$ cat src/rtl/l2_pkg.sv
// Shared L2 snoop types and address-split helpers.
package l2_pkg;

    typedef enum logic [1:0] {
        MesiI = 2'd0,
        MesiS = 2'd1,
        MesiE = 2'd2,
        MesiM = 2'd3
    } mesi_e;

    typedef enum logic [1:0] {
        OpRead  = 2'd0,
        OpWrite = 2'd1,
        OpRwim  = 2'd2,
        OpInval = 2'd3
    } bus_op_e;

    // 2'b11 is never produced.
    typedef enum logic [1:0] {
        ResNohit = 2'd0,
        ResHit   = 2'd1,
        ResHitm  = 2'd2
    } snoop_res_e;

    typedef enum logic [1:0] {
        StIdle      = 2'd0,
        StLookup    = 2'd1,
        StRespond   = 2'd2,
        StWriteback = 2'd3
    } snoop_state_e;

    // Helpers work on a 64-bit carrier; callers size-cast the result to their field width.
    function automatic logic [63:0] addr_index(input logic [63:0] addr,
                                               input int unsigned off_bits,
                                               input int unsigned idx_bits);
        return (addr >> off_bits) & ((64'd1 << idx_bits) - 64'd1);
    endfunction

    function automatic logic [63:0] addr_tag(input logic [63:0] addr,
                                             input int unsigned off_bits,
                                             input int unsigned idx_bits);
        return addr >> (off_bits + idx_bits);
    endfunction

    function automatic logic [63:0] addr_line_base(input logic [63:0] addr,
                                                   input int unsigned off_bits);
        return (addr >> off_bits) << off_bits;
    endfunction

endpackage

$ cat src/rtl/mesi_snoop_next.sv
// Combinational snoop decision: bus op and current MESI state to result and new state.
module mesi_snoop_next
    import l2_pkg::*;
(
    input  bus_op_e    op_i,
    input  mesi_e      mesi_i,
    input  logic       hit_i,
    output snoop_res_e result_o,
    output mesi_e      next_mesi_o,
    output logic       do_update_o,
    output logic       do_writeback_o,
    output logic       error_o
);

    mesi_e cur_mesi;

    // A directory miss behaves exactly like an Invalid line.
    assign cur_mesi = hit_i ? mesi_i : MesiI;

    // Decode the MESI transition table for a remote bus operation.
    always_comb begin
        result_o       = ResNohit;
        next_mesi_o    = cur_mesi;
        do_update_o    = 1'b0;
        do_writeback_o = 1'b0;
        error_o        = 1'b0;
        unique case (op_i)
            OpRead: begin
                case (cur_mesi)
                    MesiM: begin
                        result_o       = ResHitm;
                        next_mesi_o    = MesiS;
                        do_update_o    = 1'b1;
                        do_writeback_o = 1'b1;
                    end
                    MesiE: begin
                        result_o    = ResHit;
                        next_mesi_o = MesiS;
                        do_update_o = 1'b1;
                    end
                    MesiS:   result_o = ResHit;
                    default: ;
                endcase
            end
            // Another cache writing back its own line never touches ours.
            OpWrite: ;
            OpRwim: begin
                case (cur_mesi)
                    MesiM: begin
                        result_o       = ResHitm;
                        next_mesi_o    = MesiI;
                        do_update_o    = 1'b1;
                        do_writeback_o = 1'b1;
                    end
                    MesiE, MesiS: begin
                        result_o    = ResHit;
                        next_mesi_o = MesiI;
                        do_update_o = 1'b1;
                    end
                    default: ;
                endcase
            end
            OpInval: begin
                case (cur_mesi)
                    MesiS: begin
                        result_o    = ResHit;
                        next_mesi_o = MesiI;
                        do_update_o = 1'b1;
                    end
                    // Nobody may invalidate a line we own exclusively.
                    MesiE, MesiM: error_o = 1'b1;
                    default: ;
                endcase
            end
        endcase
    end

endmodule

$ cat src/rtl/snoop_responder.sv
// Snoop bus responder: directory lookup, MESI update and writeback sequencing.
module snoop_responder
    import l2_pkg::*;
#(
    parameter int unsigned ways       = 8,
    parameter int unsigned indexBits  = 14,
    parameter int unsigned tagBits    = 12,
    parameter int unsigned offsetBits = 6,
    localparam int unsigned AW        = tagBits + indexBits + offsetBits,
    localparam int unsigned WayW      = $clog2(ways)
) (
    input  logic                 clock,
    input  logic                 reset,
    input  logic                 snoop_valid,
    input  logic [1:0]           snoop_op,
    input  logic [AW-1:0]        snoop_addr,
    output logic                 snoop_ready,
    output logic                 lookup_req,
    output logic [indexBits-1:0] lookup_index,
    output logic [tagBits-1:0]   lookup_tag,
    input  logic                 lookup_ack,
    input  logic                 lookup_hit,
    input  logic [WayW-1:0]      lookup_way,
    input  logic [1:0]           lookup_mesi,
    output logic                 upd_valid,
    output logic [indexBits-1:0] upd_index,
    output logic [WayW-1:0]      upd_way,
    output logic [1:0]           upd_mesi,
    output logic                 result_valid,
    output logic [1:0]           snoop_result,
    output logic                 wb_req,
    output logic [AW-1:0]        wb_addr,
    input  logic                 wb_ack,
    output logic                 protocol_error
);

    snoop_state_e         state_q;
    bus_op_e              op_q;
    logic [AW-1:0]        addr_q;
    logic                 snoop_ready_q;
    logic                 lookup_req_q;
    logic [indexBits-1:0] lookup_index_q;
    logic [tagBits-1:0]   lookup_tag_q;
    logic                 result_valid_q;
    snoop_res_e           snoop_result_q;
    logic                 upd_valid_q;
    logic [indexBits-1:0] upd_index_q;
    logic [WayW-1:0]      upd_way_q;
    mesi_e                upd_mesi_q;
    logic                 wb_pending_q;
    logic                 wb_req_q;
    logic [AW-1:0]        wb_addr_q;
    logic                 protocol_error_q;

    snoop_res_e nx_result;
    mesi_e      nx_mesi;
    logic       nx_update;
    logic       nx_writeback;
    logic       nx_error;

    // Fed from the live directory response so RESPOND outputs can be registered on the ack edge.
    mesi_snoop_next u_next (
        .op_i           (op_q),
        .mesi_i         (mesi_e'(lookup_mesi)),
        .hit_i          (lookup_hit),
        .result_o       (nx_result),
        .next_mesi_o    (nx_mesi),
        .do_update_o    (nx_update),
        .do_writeback_o (nx_writeback),
        .error_o        (nx_error)
    );

    // Snoop FSM with registered handshake and result outputs.
    always_ff @(posedge clock or posedge reset) begin
        if (reset) begin
            state_q          <= StIdle;
            op_q             <= OpRead;
            addr_q           <= '0;
            snoop_ready_q    <= 1'b1;
            lookup_req_q     <= 1'b0;
            lookup_index_q   <= '0;
            lookup_tag_q     <= '0;
            result_valid_q   <= 1'b0;
            snoop_result_q   <= ResNohit;
            upd_valid_q      <= 1'b0;
            upd_index_q      <= '0;
            upd_way_q        <= '0;
            upd_mesi_q       <= MesiI;
            wb_pending_q     <= 1'b0;
            wb_req_q         <= 1'b0;
            wb_addr_q        <= '0;
            protocol_error_q <= 1'b0;
        end else begin
            // Single-cycle pulses fall back to zero unless re-armed below.
            result_valid_q   <= 1'b0;
            snoop_result_q   <= ResNohit;
            upd_valid_q      <= 1'b0;
            upd_index_q      <= '0;
            upd_way_q        <= '0;
            upd_mesi_q       <= MesiI;
            protocol_error_q <= 1'b0;
            unique case (state_q)
                StIdle: begin
                    if (snoop_valid) begin
                        op_q           <= bus_op_e'(snoop_op);
                        addr_q         <= snoop_addr;
                        lookup_index_q <= indexBits'(addr_index(64'(snoop_addr), offsetBits,
                                                                indexBits));
                        lookup_tag_q   <= tagBits'(addr_tag(64'(snoop_addr), offsetBits,
                                                            indexBits));
                        lookup_req_q   <= 1'b1;
                        snoop_ready_q  <= 1'b0;
                        state_q        <= StLookup;
                    end
                end
                StLookup: begin
                    if (lookup_ack) begin
                        lookup_req_q     <= 1'b0;
                        result_valid_q   <= 1'b1;
                        snoop_result_q   <= nx_result;
                        protocol_error_q <= nx_error;
                        wb_pending_q     <= nx_writeback;
                        if (nx_update) begin
                            upd_valid_q <= 1'b1;
                            upd_index_q <= lookup_index_q;
                            upd_way_q   <= lookup_way;
                            upd_mesi_q  <= nx_mesi;
                        end
                        state_q <= StRespond;
                    end
                end
                StRespond: begin
                    wb_pending_q <= 1'b0;
                    if (wb_pending_q) begin
                        wb_req_q  <= 1'b1;
                        wb_addr_q <= AW'(addr_line_base(64'(addr_q), offsetBits));
                        state_q   <= StWriteback;
                    end else begin
                        snoop_ready_q <= 1'b1;
                        state_q       <= StIdle;
                    end
                end
                StWriteback: begin
                    if (wb_ack) begin
                        wb_req_q      <= 1'b0;
                        wb_addr_q     <= '0;
                        snoop_ready_q <= 1'b1;
                        state_q       <= StIdle;
                    end
                end
            endcase
        end
    end

    assign snoop_ready    = snoop_ready_q;
    assign lookup_req     = lookup_req_q;
    assign lookup_index   = lookup_index_q;
    assign lookup_tag     = lookup_tag_q;
    assign result_valid   = result_valid_q;
    assign snoop_result   = snoop_result_q;
    assign upd_valid      = upd_valid_q;
    assign upd_index      = upd_index_q;
    assign upd_way        = upd_way_q;
    assign upd_mesi       = upd_mesi_q;
    assign wb_req         = wb_req_q;
    assign wb_addr        = wb_addr_q;
    assign protocol_error = protocol_error_q;

endmodule
$ cat config.mk
export PLATFORM = sky130hd
export DESIGN_NAME = snoop_responder
export DESIGN_NICKNAME = d
export VERILOG_FILES = /design/src/rtl/l2_pkg.sv /design/src/rtl/mesi_snoop_next.sv /design/src/rtl/snoop_responder.sv
export SDC_FILE = /design/constraint.sdc
export NUM_CORES = 1
export LEC_CHECK = 0
export CORE_ASPECT_RATIO = 1.1
export CORE_MARGIN = 5
export CORE_UTILIZATION = 48
export CTS_CLUSTER_DIAMETER = 80
export CTS_CLUSTER_SIZE = 40
export DETAILED_ROUTE_END_ITERATION = 10
export MAX_ROUTING_LAYER = met4
export PLACE_DENSITY = 0.83
export SETUP_SLACK_MARGIN = 0.1
export SYNTH_ARGS = -nofsm -noshare
export SYNTH_HDL_FRONTEND = slang
export SYNTH_HIERARCHICAL = 1
export SYNTH_SLANG_ARGS = --single-unit
export TNS_END_PERCENT = 30
$ cat constraint.sdc
create_clock -name clock -period 5.1 [get_ports clock]
set_input_delay 0.51 -clock clock [delete_from_list [all_inputs] [get_ports clock]]
set_output_delay 0.51 -clock clock [all_outputs]
set_load 0.1 [all_outputs]
Word level (Yosys, flattened, before mapping)
Cells that the tools add are included.

word-level totals
  bits in registers = 122
  latch bits = 0
  bits in writable memories = 0
  bits in read-only memories = 0
  bits of input ports = 45
  output and inout port bits = 85
  word-level logic and storage cells = 99
  memories = 0

cells by class
  add/subtract/negate cells = 0
  multipliers = 0
  divide/modulo/power cells = 0
  order comparisons = 0
  eq/ne operators = 13
  shifts and indexed selects = 0
  muxes and demuxes = 53
  bitwise operators = 0
  reductions and logical operators = 16

operator list
  operator              count
  $mux W32              2
  $pmux W32 S2          1
  $mux W14              3
  $mux W2               13
  $mux W1               22
  $eq A2 B2 Y1 const B  6
  $ne A2 B2 Y1 const B  5
  $mux W3               3
  $reduce_and A3 Y1     3
  $pmux W2 S2           2
  $pmux W2 S4           1
  $pmux W1 S2           3
  $pmux W1 S3           2
  $pmux W2 S3           1
  $reduce_bool A2 Y1    3
  $reduce_or A2 Y1      3
  $eq A2 B1 Y1 const B  2
  $logic_not A2 Y1      2
  $reduce_and A2 Y1     2
  $reduce_and A4 Y1     1
  $reduce_bool A3 Y1    1
  $reduce_or A3 Y1      1

Depth between registers and ports, before layout
Gate-level depths: netlist of run 1.

  depth after elaboration = 8
  mapped depth = 7
  gate-level depth less buffers = 6

Modules after synthesis
The synthesis of run 1 kept the hierarchy.

modules (own cells, without submodules)
  module           times used  cells an instance  area an instance (µm²)  sequential area each (µm²)
  snoop_responder  1           242                3334.4                  2103.3
  mesi_snoop_next  1           25                 185.2                   0.0

Least setup slack after synthesis of run 1
Ideal clock, no wire load.

  kind = input to register
  start = input lookup_mesi[1]
  end = register upd_mesi_q[0] (netlist: upd_mesi[0])
  library setup time = 0.120 ns
  arrival = 1.579 ns
  data required time = 4.980 ns
  slack = 3.401 ns
  stages = 5
  path buffers = 0
  cells stage by stage = nand2_1 ha_1 and3_1 mux4_2 and3_1

between the ends
  longest elaborated chain between the ends = 8
  elaborated cells on any way between the ends = 17
  classes of those cells = eq/ne (3); mux (12); reduce/logical (2)

ends and longest elaborated chain
  item                                                                   RTL line                                                             source
  start: declaration                                                     snoop_responder.sv:24                                                input logic [1:0] lookup_mesi,
  $mux W2 *                                                              mesi_snoop_next.sv:18                                                assign cur_mesi = hit_i ? mesi_i : MesiI;
  $eq A2 B1 Y1 / $eq A2 B2 Y1 (equally long branches)                    mesi_snoop_next.sv:48, mesi_snoop_next.sv:64, mesi_snoop_next.sv:29
  $reduce_or A3 Y1 (no line) / $reduce_or A2 Y1 (equally long branches)  n/a
  $mux W2 (on tied branches)                                             mesi_snoop_next.sv:48, mesi_snoop_next.sv:29
  $pmux W2 S3 *                                                          mesi_snoop_next.sv:27                                                unique case (op_i)
  named net nx_mesi[0]                                                   snoop_responder.sv:56                                                mesi_e nx_mesi;
  $mux W2 *                                                              snoop_responder.sv:123                                               if (nx_update) begin
  $mux W2 *                                                              snoop_responder.sv:117                                               if (lookup_ack) begin
  $mux W2 *                                                              snoop_responder.sv:102                                               unique case (state_q)
  end signal: assignment                                                 snoop_responder.sv:88                                                upd_mesi_q <= MesiI;
  end signal: assignment                                                 snoop_responder.sv:100                                               upd_mesi_q <= MesiI;
  end signal: assignment                                                 snoop_responder.sv:127                                               upd_mesi_q <= nx_mesi;
  end: declaration                                                       snoop_responder.sv:49                                                mesi_e upd_mesi_q;

Mark *: on every way through the listed nets, which the timed path passes. The rest lies on a longest branch.
A chain may end at the register's enable or synchronous reset.

Worst setup path in the final report of run 1
  start = register snoop_ready_q (netlist: snoop_ready)
  end = output snoop_ready

RTL lines
  item                      RTL line                source
  start: declaration        snoop_responder.sv:40   logic snoop_ready_q;
  start signal: assignment  snoop_responder.sv:79   snoop_ready_q <= 1'b1;
  start signal: assignment  snoop_responder.sv:112  snoop_ready_q <= 1'b0;
  start signal: assignment  snoop_responder.sv:139  snoop_ready_q <= 1'b1;
  end: declaration          snoop_responder.sv:17   output logic snoop_ready,

No word-level cell between the ends.

==> results of run 1 <==
## final timing paths
kind / end / start / cells after the start
max in group asynchronous: wb_addr[27] / reset / 3
min: upd_index[11] / reset / 2
min in group clock: wb_addr[13] / wb_addr[13] / 1
min reg2reg: wb_addr[13] / wb_addr[13] / 1
max: snoop_ready / snoop_ready / 1
max reg2reg: addr_q[31] / state_q[0] / 3
## metrics by stage
step	area [sq um]	hold WS [ns]
after floorplan	3538	0.4820
after global placement	4686	0.4807
after detailed placement	4686	0.4920
after CTS	4895	0.4799
after global routing	4895	0.5081
final	4895	0.4790
## placed cells by master (no fill, tap or decap), types with 3 or more instances in the layout
cell type        netlist  final
a21o_1                26     26
a21oi_1                4      4
a32o_1                27     27
and2_1                 4      4
and3_1                21     21
buf_4                  8      3
clkbuf_8               0     10
clkdlybuf4s50_1        0    117
conb_1                 1      6
dfrtp_1               83     83
ha_1                   5      5
inv_1                  9      8
mux2_2                27     27
nand2_1                6      6
nand3_1                4      4
o21ai_0                8      8
## logic make-up (layout without fill, tap and decap cells)
logic type	count (synthesis)	count (layout)	share of synthesized area [%]
AND/OR/NAND/NOR	48	48	8.177
adder cells (fa/ha/maj)	5	5	1.777
AO/OA/AOI/OAI	66	66	15.18
other	1	6	0.1065
buffers and inverters	34	145	5.403
multiplexers	29	29	9.598
flip-flops	84	84	59.76
## flip-flops by register name, summed over array words and instances, names as in the netlist, 2 cells and up
register / flops
upd_index: 14
upd_way: 3
wb_addr: 26
state_q: 2
upd_mesi: 2
op_q: 2
snoop_result: 2
addr_q: 26
## cell type report
cell class | instances | area (sq um) | area share, %
Clock buffer | 10 | 137.6 | 2.812
Clock inverter | 6 | 71.32 | 1.457
Inverter | 9 | 35.03 | 0.7157
Multi-Input combinational cell | 154 | 1247 | 25.49
Sequential cell | 84 | 2103 | 42.97
Tap cell | 85 | 106.4 | 2.173
Timing Repair Buffer | 120 | 1194 | 24.39
## layer usage
metal / track usage (%) / wire length (microns) / up-vias
li1: - / - / 1186
met1: 23.51 / 3522 / 1319
met2: 32.15 / 4314 / 88
met3: 4.423 / 534 / 8
met4: 5.684 / 95 / 0
met5: - / 0 / -
==> flow_metrics.env, run 1 <==
export IMPL_avgRoutedWirePerCell_microns=18.09
export IMPL_grt_ovfl_total=0
export IMPL_cp_arrival_ns=2.02
export IMPL_cp_data_required_time_ns=4.59
export IMPL_drt_iter0_markers=195
export IMPL_post_route_period_util_pct=49.69
export IMPL_post_place_ws_ns=2.554
export IMPL_ios=130
export IMPL_worst_pin_slew_ns=1.160
export IMPL_dpl_cell_count=452
export IMPL_hold_path_class="input port to async pin"
export IMPL_netlist_cell_type_count=29
export IMPL_fin_util_pct=69.07
export IMPL_std_cell_rows=32
export IMPL_rsz0062_at_grt="false"
export IMPL_relSlewSlack_pct=22.60
export IMPL_postRouteAntennaNets=0
export IMPL_synthesis_area_sq_mm=0.003520
export IMPL_fillers=530
export IMPL_cp_cell_sequence="clkdlybuf4s50_1"
export IMPL_final_setup_viol_count=0
export IMPL_slowest_stage="clkdlybuf4s50_1"
export IMPL_wl_microns=8467
export IMPL_r2r_setup_slack_ns=3.02
export IMPL_run_status="finished, final reports clean"
export IMPL_max_freq_ghz=0.3946
export IMPL_syn2layout_area_growth_pct=39.07
export IMPL_synth_area_leaders="dfrtp_1, mux2_2, a32o_1"
export IMPL_chipWidth_microns=91.65
export IMPL_syn_inst=267
export IMPL_cts_max_level=3
export IMPL_first_pass_iters=4
export IMPL_period_needed_ns=2.534
export IMPL_synth_most_common_cell="dfrtp_1"
export IMPL_n_antenna_cell=0
export IMPL_io_buffers=117
export IMPL_ys_warn_count=6
export IMPL_setup_tns_ns=0
export IMPL_synthTopCellsByCount="dfrtp_1, a32o_1, mux2_2, a21o_1, and3_1"
export IMPL_synth_top_flop_cell="dfrtp_1"
export IMPL_antenna_found_initial=0
export IMPL_worstSkewPairLatency_ns=0.34
export IMPL_grt_usage_pct=19.25
export IMPL_syn_area_per_cell_sq_um=13.18
export IMPL_end_kind="output port"
export IMPL_die_area_sq_mm=0.009147
export IMPL_layout_setup_ws_ns=2.566
export IMPL_maxCapViolCount=0
export IMPL_path_class="flip-flop to output port"
export IMPL_finish_net_count=428
export IMPL_via_per_inst=5.558
export IMPL_grt_pass1_vias=2646
export IMPL_clkTransAtPathRegs_ns=0.09
export IMPL_cts_root_buf="clkbuf_8"
export IMPL_worst_clock_skew_ns=0.01007
export IMPL_final_hold_viol_count=0
export IMPL_cts_tree="done"
export IMPL_die_h_microns=99.81
export IMPL_critPathLaunchType="flip-flop"
export IMPL_dpl_hpwl_microns=5905
export IMPL_post_cts_buffers=0
export IMPL_grt_max_degree=58
export IMPL_cts_num_sinks=84
export IMPL_drc=0
export IMPL_yosysTopAreaCell="dfrtp_1"
export IMPL_synth_edf_count=0
export IMPL_synth_top_cell_area_share_pct=59.01
export IMPL_vias=2601
export IMPL_slowest_delay_ns=1.14
export IMPL_finalMaxSlewViolations=0
export IMPL_ys_ff_latch=84
export IMPL_initial_core_util_pct=49.66
export IMPL_cts_hold_buffers=0
export IMPL_synthArstFlopShare_pct=100.0
export IMPL_clockBufferDepth=2
export IMPL_place_gp_congestion=0.7888
export IMPL_postCtsResizedCells=0
export IMPL_cp_top_family="buffers and inverters"
export IMPL_drive_above_1_share_pct=14.10
export IMPL_numCtsBuffers=9
export IMPL_ys_seq_area_share_pct=59.76
export IMPL_core_area_sq_mm=0.007087
export IMPL_grt_pass1_wl_microns=13700
export IMPL_cp_num_buf_inv=1
export IMPL_path_max_fanout=3
export IMPL_final_cells=468
Power of run 1 is left out: the tool's default activity adds up to more than one toggle a clock period on the data nets, which glitch-free logic cannot reach.
==> run 2: changes to the inputs <==
CORE_UTILIZATION = 44   (was 48)
PLACE_DENSITY = 0.76   (was 0.83)
clock period = 2.5 ns   (was 5.1 ns; I/O delays follow)
==> run 2 against run 1 <==
Against the previous run: global-route usage down 1.7 points; worst hold slack worse by 0.080 ns; design area down 3.0%; first-iteration DRC count down 46%; critical endpoint is now wb_addr[22].
==> flow_metrics.env, run 2 (same netlist as run 1, synthesis figures left out) <==
export IMPL_vias=2565
export IMPL_r2r_setup_slack_ns=0.57
export IMPL_grt_max_degree=45
export IMPL_die_h_microns=103.8
export IMPL_path_class="flip-flop to flip-flop"
export IMPL_rsz0062_at_grt="false"
export IMPL_path_max_fanout=26
export IMPL_n_antenna_cell=0
export IMPL_initial_core_util_pct=44.72
export IMPL_reg2reg_from="state_q[0]"
export IMPL_design_area_sq_mm=0.004746
export IMPL_core_area_sq_mm=0.007870
export IMPL_drt_iter0_markers=105
export IMPL_final_cells=495
export IMPL_chipWidth_microns=95.28
export IMPL_hold_path_class="input port to async pin"
export IMPL_postRouteAntennaNets=0
export IMPL_end_kind="flip-flop"
export IMPL_syn2layout_area_growth_pct=34.84
export IMPL_grt_ovfl_total=0
export IMPL_via_per_inst=5.182
export IMPL_r2r_end="wb_addr[22]"
export IMPL_cts_max_level=3
export IMPL_worst_pin_slew_ns=1.128
export IMPL_postCtsResizedCells=0
export IMPL_period_needed_ns=1.927
export IMPL_cts_num_sinks=84
export IMPL_clockBufferDepth=2
export IMPL_antenna_found_initial=0
export IMPL_die_area_sq_mm=0.009890
export IMPL_dpl_cell_count=479
export IMPL_numCtsBuffers=9
export IMPL_io_buffers=117
export IMPL_final_setup_viol_count=0
export IMPL_final_cell_mix="buf_4, dfrtp_1, clkdlybuf4s50_1, a32o_1, mux2_2"
export IMPL_placed_area_sq_mm=0.004562
export IMPL_r2r_cells=3
export IMPL_dpl_hpwl_microns=5760
export IMPL_maxCapViolCount=0
export IMPL_post_route_period_util_pct=77.09
export IMPL_setup_tns_ns=0
export IMPL_cp_arrival_ns=2.21
export IMPL_timing_critical_path_from="state_q[0]"
export IMPL_grt_pass1_wl_microns=13150
export IMPL_place_gp_congestion=0.7868
export IMPL_final_hold_viol_count=0
export IMPL_cts_root_buf="clkbuf_8"
export IMPL_cts_hold_buffers=0
export IMPL_clkTransAtPathRegs_ns=0.09
export IMPL_drc=0
export IMPL_grt_pass1_vias=2543
export IMPL_ios=130
export IMPL_relSlewSlack_pct=24.45
export IMPL_wl_microns=8160
export IMPL_finish_net_count=432
export IMPL_run_status="finished, final reports clean"
export IMPL_grt_usage_pct=17.51
export IMPL_final_common_cell="buf_4"
export IMPL_std_cell_rows=34
export IMPL_post_cts_buffers=0
export IMPL_avgRoutedWirePerCell_microns=16.48
export IMPL_max_freq_ghz=0.5189
export IMPL_fin_util_pct=60.30
export IMPL_drive_above_1_share_pct=35.40
export IMPL_first_pass_iters=4
export IMPL_cp_data_required_time_ns=2.78
export IMPL_critPathLaunchType="flip-flop"
export IMPL_worst_clock_skew_ns=0.01241
export IMPL_cts_tree="done"
export IMPL_worstSkewPairLatency_ns=0.35
export IMPL_finalMaxSlewViolations=0
## run 2: area by class of cell
type | count | area, sq um
Clock buffer | 10 | 137.6
Clock inverter | 6 | 46.29
Fill cell | 645 | 3124
Inverter | 9 | 37.54
Multi-Input combinational cell | 154 | 1247
Sequential cell | 84 | 2103
Tap cell | 108 | 135.1
Timing Repair Buffer | 124 | 1039
## run 2: stage by stage
step	setup slack [ns]	hold WS, ns
finish	0.5728	0.3993
global route	0.4554	0.4543
CTS	0.5661	0.4178
detailed placement	0.3648	0.4937
global placement	0.4158	0.4832
floorplan	0.9816	0.3847
## run 2: how the worst max path moves through the flow
stage | endpoint | cells past startpoint
2_1_floorplan | addr_q[16] | 4
3_3_place_gp | upd_mesi[1] | 7
3_5_place_dp | upd_way[1] | 7
4_1_cts | wb_addr[22] | 3
5_1_grt | wb_addr[27] | 3
6_report | wb_addr[22] | 3
## run 2: metal layers
layer | share of wire, % | global-route usage [%] | vias up
li1 | - | - | 1196
met1 | 42 | 22.05 | 1271
met2 | 51 | 28.51 | 86
met3 | 5.6 | 2.756 | 12
met4 | 1.8 | 5.979 | 0
met5 | 0 | - | -
## run 2: critical path, stage by stage, from the launching register on
cell and delay [ns]:
dfrtp_1 0.54, nor2b_2 0.93, a32o_1 0.29, a21o_1 0.10
Power of run 2 is left out for the same reason.
==> run 3: changes to the inputs <==
CORE_UTILIZATION = 40   (was 44)
PLACE_DENSITY = 0.73   (was 0.76)
clock period = 1.7 ns   (was 2.5 ns; I/O delays follow)
==> run 3 against run 2 <==
Against the previous run: final cell count rose by 3.4%; critical path depth rose by 1; clock-buffer cell count did not move; via count rose by 2.6%; flip-flop and latch count did not move; routed wire length rose by 4.5%.
==> flow_metrics.env, run 3 (same netlist as run 1, synthesis figures left out) <==
export IMPL_run_status="finished, final reports clean"
export IMPL_setup_tns_ns=0
export IMPL_dpl_hpwl_microns=6049
export IMPL_antenna_found_initial=0
export IMPL_die_h_microns=108.4
export IMPL_relSlewSlack_pct=57.16
export IMPL_final_cells=512
export IMPL_clockBufferDepth=2
export IMPL_first_pass_iters=4
export IMPL_final_cell_mix="dfrtp_1, buf_4, clkdlybuf4s50_1, buf_12, mux2_2"
export IMPL_final_hold_viol_count=0
export IMPL_grt_usage_pct=16.41
export IMPL_reg2reg_from="state_q[0]"
export IMPL_n_antenna_cell=0
export IMPL_end_kind="flip-flop"
export IMPL_grt_max_degree=43
export IMPL_cp_arrival_ns=1.78
export IMPL_via_per_inst=5.139
export IMPL_path_max_fanout=14
export IMPL_final_common_cell="dfrtp_1"
export IMPL_grt_pass1_wl_microns=13400
export IMPL_cts_root_buf="clkbuf_8"
export IMPL_cts_max_level=3
export IMPL_io_buffers=117
export IMPL_std_cell_rows=36
export IMPL_clkTransAtPathRegs_ns=0.09
export IMPL_finish_net_count=443
export IMPL_worstSkewPairLatency_ns=0.35
export IMPL_timing_critical_path_from="state_q[0]"
export IMPL_dpl_cell_count=495
export IMPL_final_setup_viol_count=0
export IMPL_rsz0062_at_grt="true"
export IMPL_wl_microns=8526
export IMPL_initial_core_util_pct=40.28
export IMPL_cts_tree="done"
export IMPL_grt_ovfl_total=0
export IMPL_worst_pin_slew_ns=0.6412
export IMPL_cts_num_sinks=84
export IMPL_maxCapViolCount=0
export IMPL_numCtsBuffers=9
export IMPL_path_class="flip-flop to flip-flop"
export IMPL_critPathLaunchType="flip-flop"
export IMPL_drc=0
export IMPL_drive_above_1_share_pct=37.69
export IMPL_vias=2631
export IMPL_drt_iter0_markers=99
export IMPL_worst_clock_skew_ns=0.01293
export IMPL_avgRoutedWirePerCell_microns=16.65
export IMPL_max_freq_ghz=0.6433
export IMPL_post_route_period_util_pct=91.44
export IMPL_hold_path_class="input port to async pin"
export IMPL_cp_data_required_time_ns=1.93
export IMPL_core_area_sq_mm=0.008738
export IMPL_postRouteAntennaNets=0
export IMPL_grt_pass1_vias=2574
export IMPL_ios=130
export IMPL_finalMaxSlewViolations=0
export IMPL_chipWidth_microns=99.44
export IMPL_place_gp_congestion=0.8162
export IMPL_post_cts_buffers=0
export IMPL_period_needed_ns=1.555
export IMPL_syn2layout_area_growth_pct=49.24
export IMPL_die_area_sq_mm=0.01078
==> run 3: layout make-up <==
cell class | count | area [sq um]
clock buffers | 10 | 137.6
multi-input cells | 155 | 1272
well taps | 114 | 142.6
clock inverters | 6 | 95.09
flip-flops and latches | 84 | 2103
inverters | 9 | 37.54
fillers | 693 | 3486
repair buffers | 134 | 1464
==> run 3: critical path, cell delays in order, from the launching register on <==
cell and delay, ns:
dfrtp_1 0.47, buf_4 0.18, nor3_4 0.17, buf_4 0.25, mux2_2 0.37
==> run 3: what timing repair did <==
item / 4_1_cts / 5_1_grt
pin swaps: 0 / 1
hold buffers: 0 / 0
setup endpoints to repair: 26 / 74
cloned: 0 / 1
gates resized for setup: 2 / 2
==> run 3: stage by stage <==
| stage | hold slack [ns] | setup slack, ns | util [%] | area, sq um |
|---|---|---|---|---|
| floorplan | 0.3047 | 0.1816 | - | 3542 |
| global placement | 0.4828 | -0.1693 | 57.16 | 4995 |
| detailed placement | 0.4906 | -0.2259 | 57.16 | 4995 |
| CTS | 0.1331 | 0.1304 | 59.97 | 5240 |
| global route | 0.1453 | 0.05784 | 60.11 | 5253 |
| finish | 0.1385 | 0.1455 | 60.11 | 5253 |
==> run 3: path summary, 6_finish.rpt <==
path,end,slack (ns),depth (start not counted)
hold / removal,upd_way[2],0.14,2
setup / recovery,op_q[0],0.15,4
setup reg to reg,op_q[0],0.15,4
max in group asynchronous,snoop_ready,1.04,3
min in group clock,upd_way[0],0.42,2
hold reg to reg,wb_addr[29],0.51,1
==> run 3: metal layers <==
layer,track usage [%],wire (microns)
met4,5.659,146
met1,21.61,3755
met3,4.581,563
met5,-,0
met2,24.52,4060
Power of run 3 is left out for the same reason.
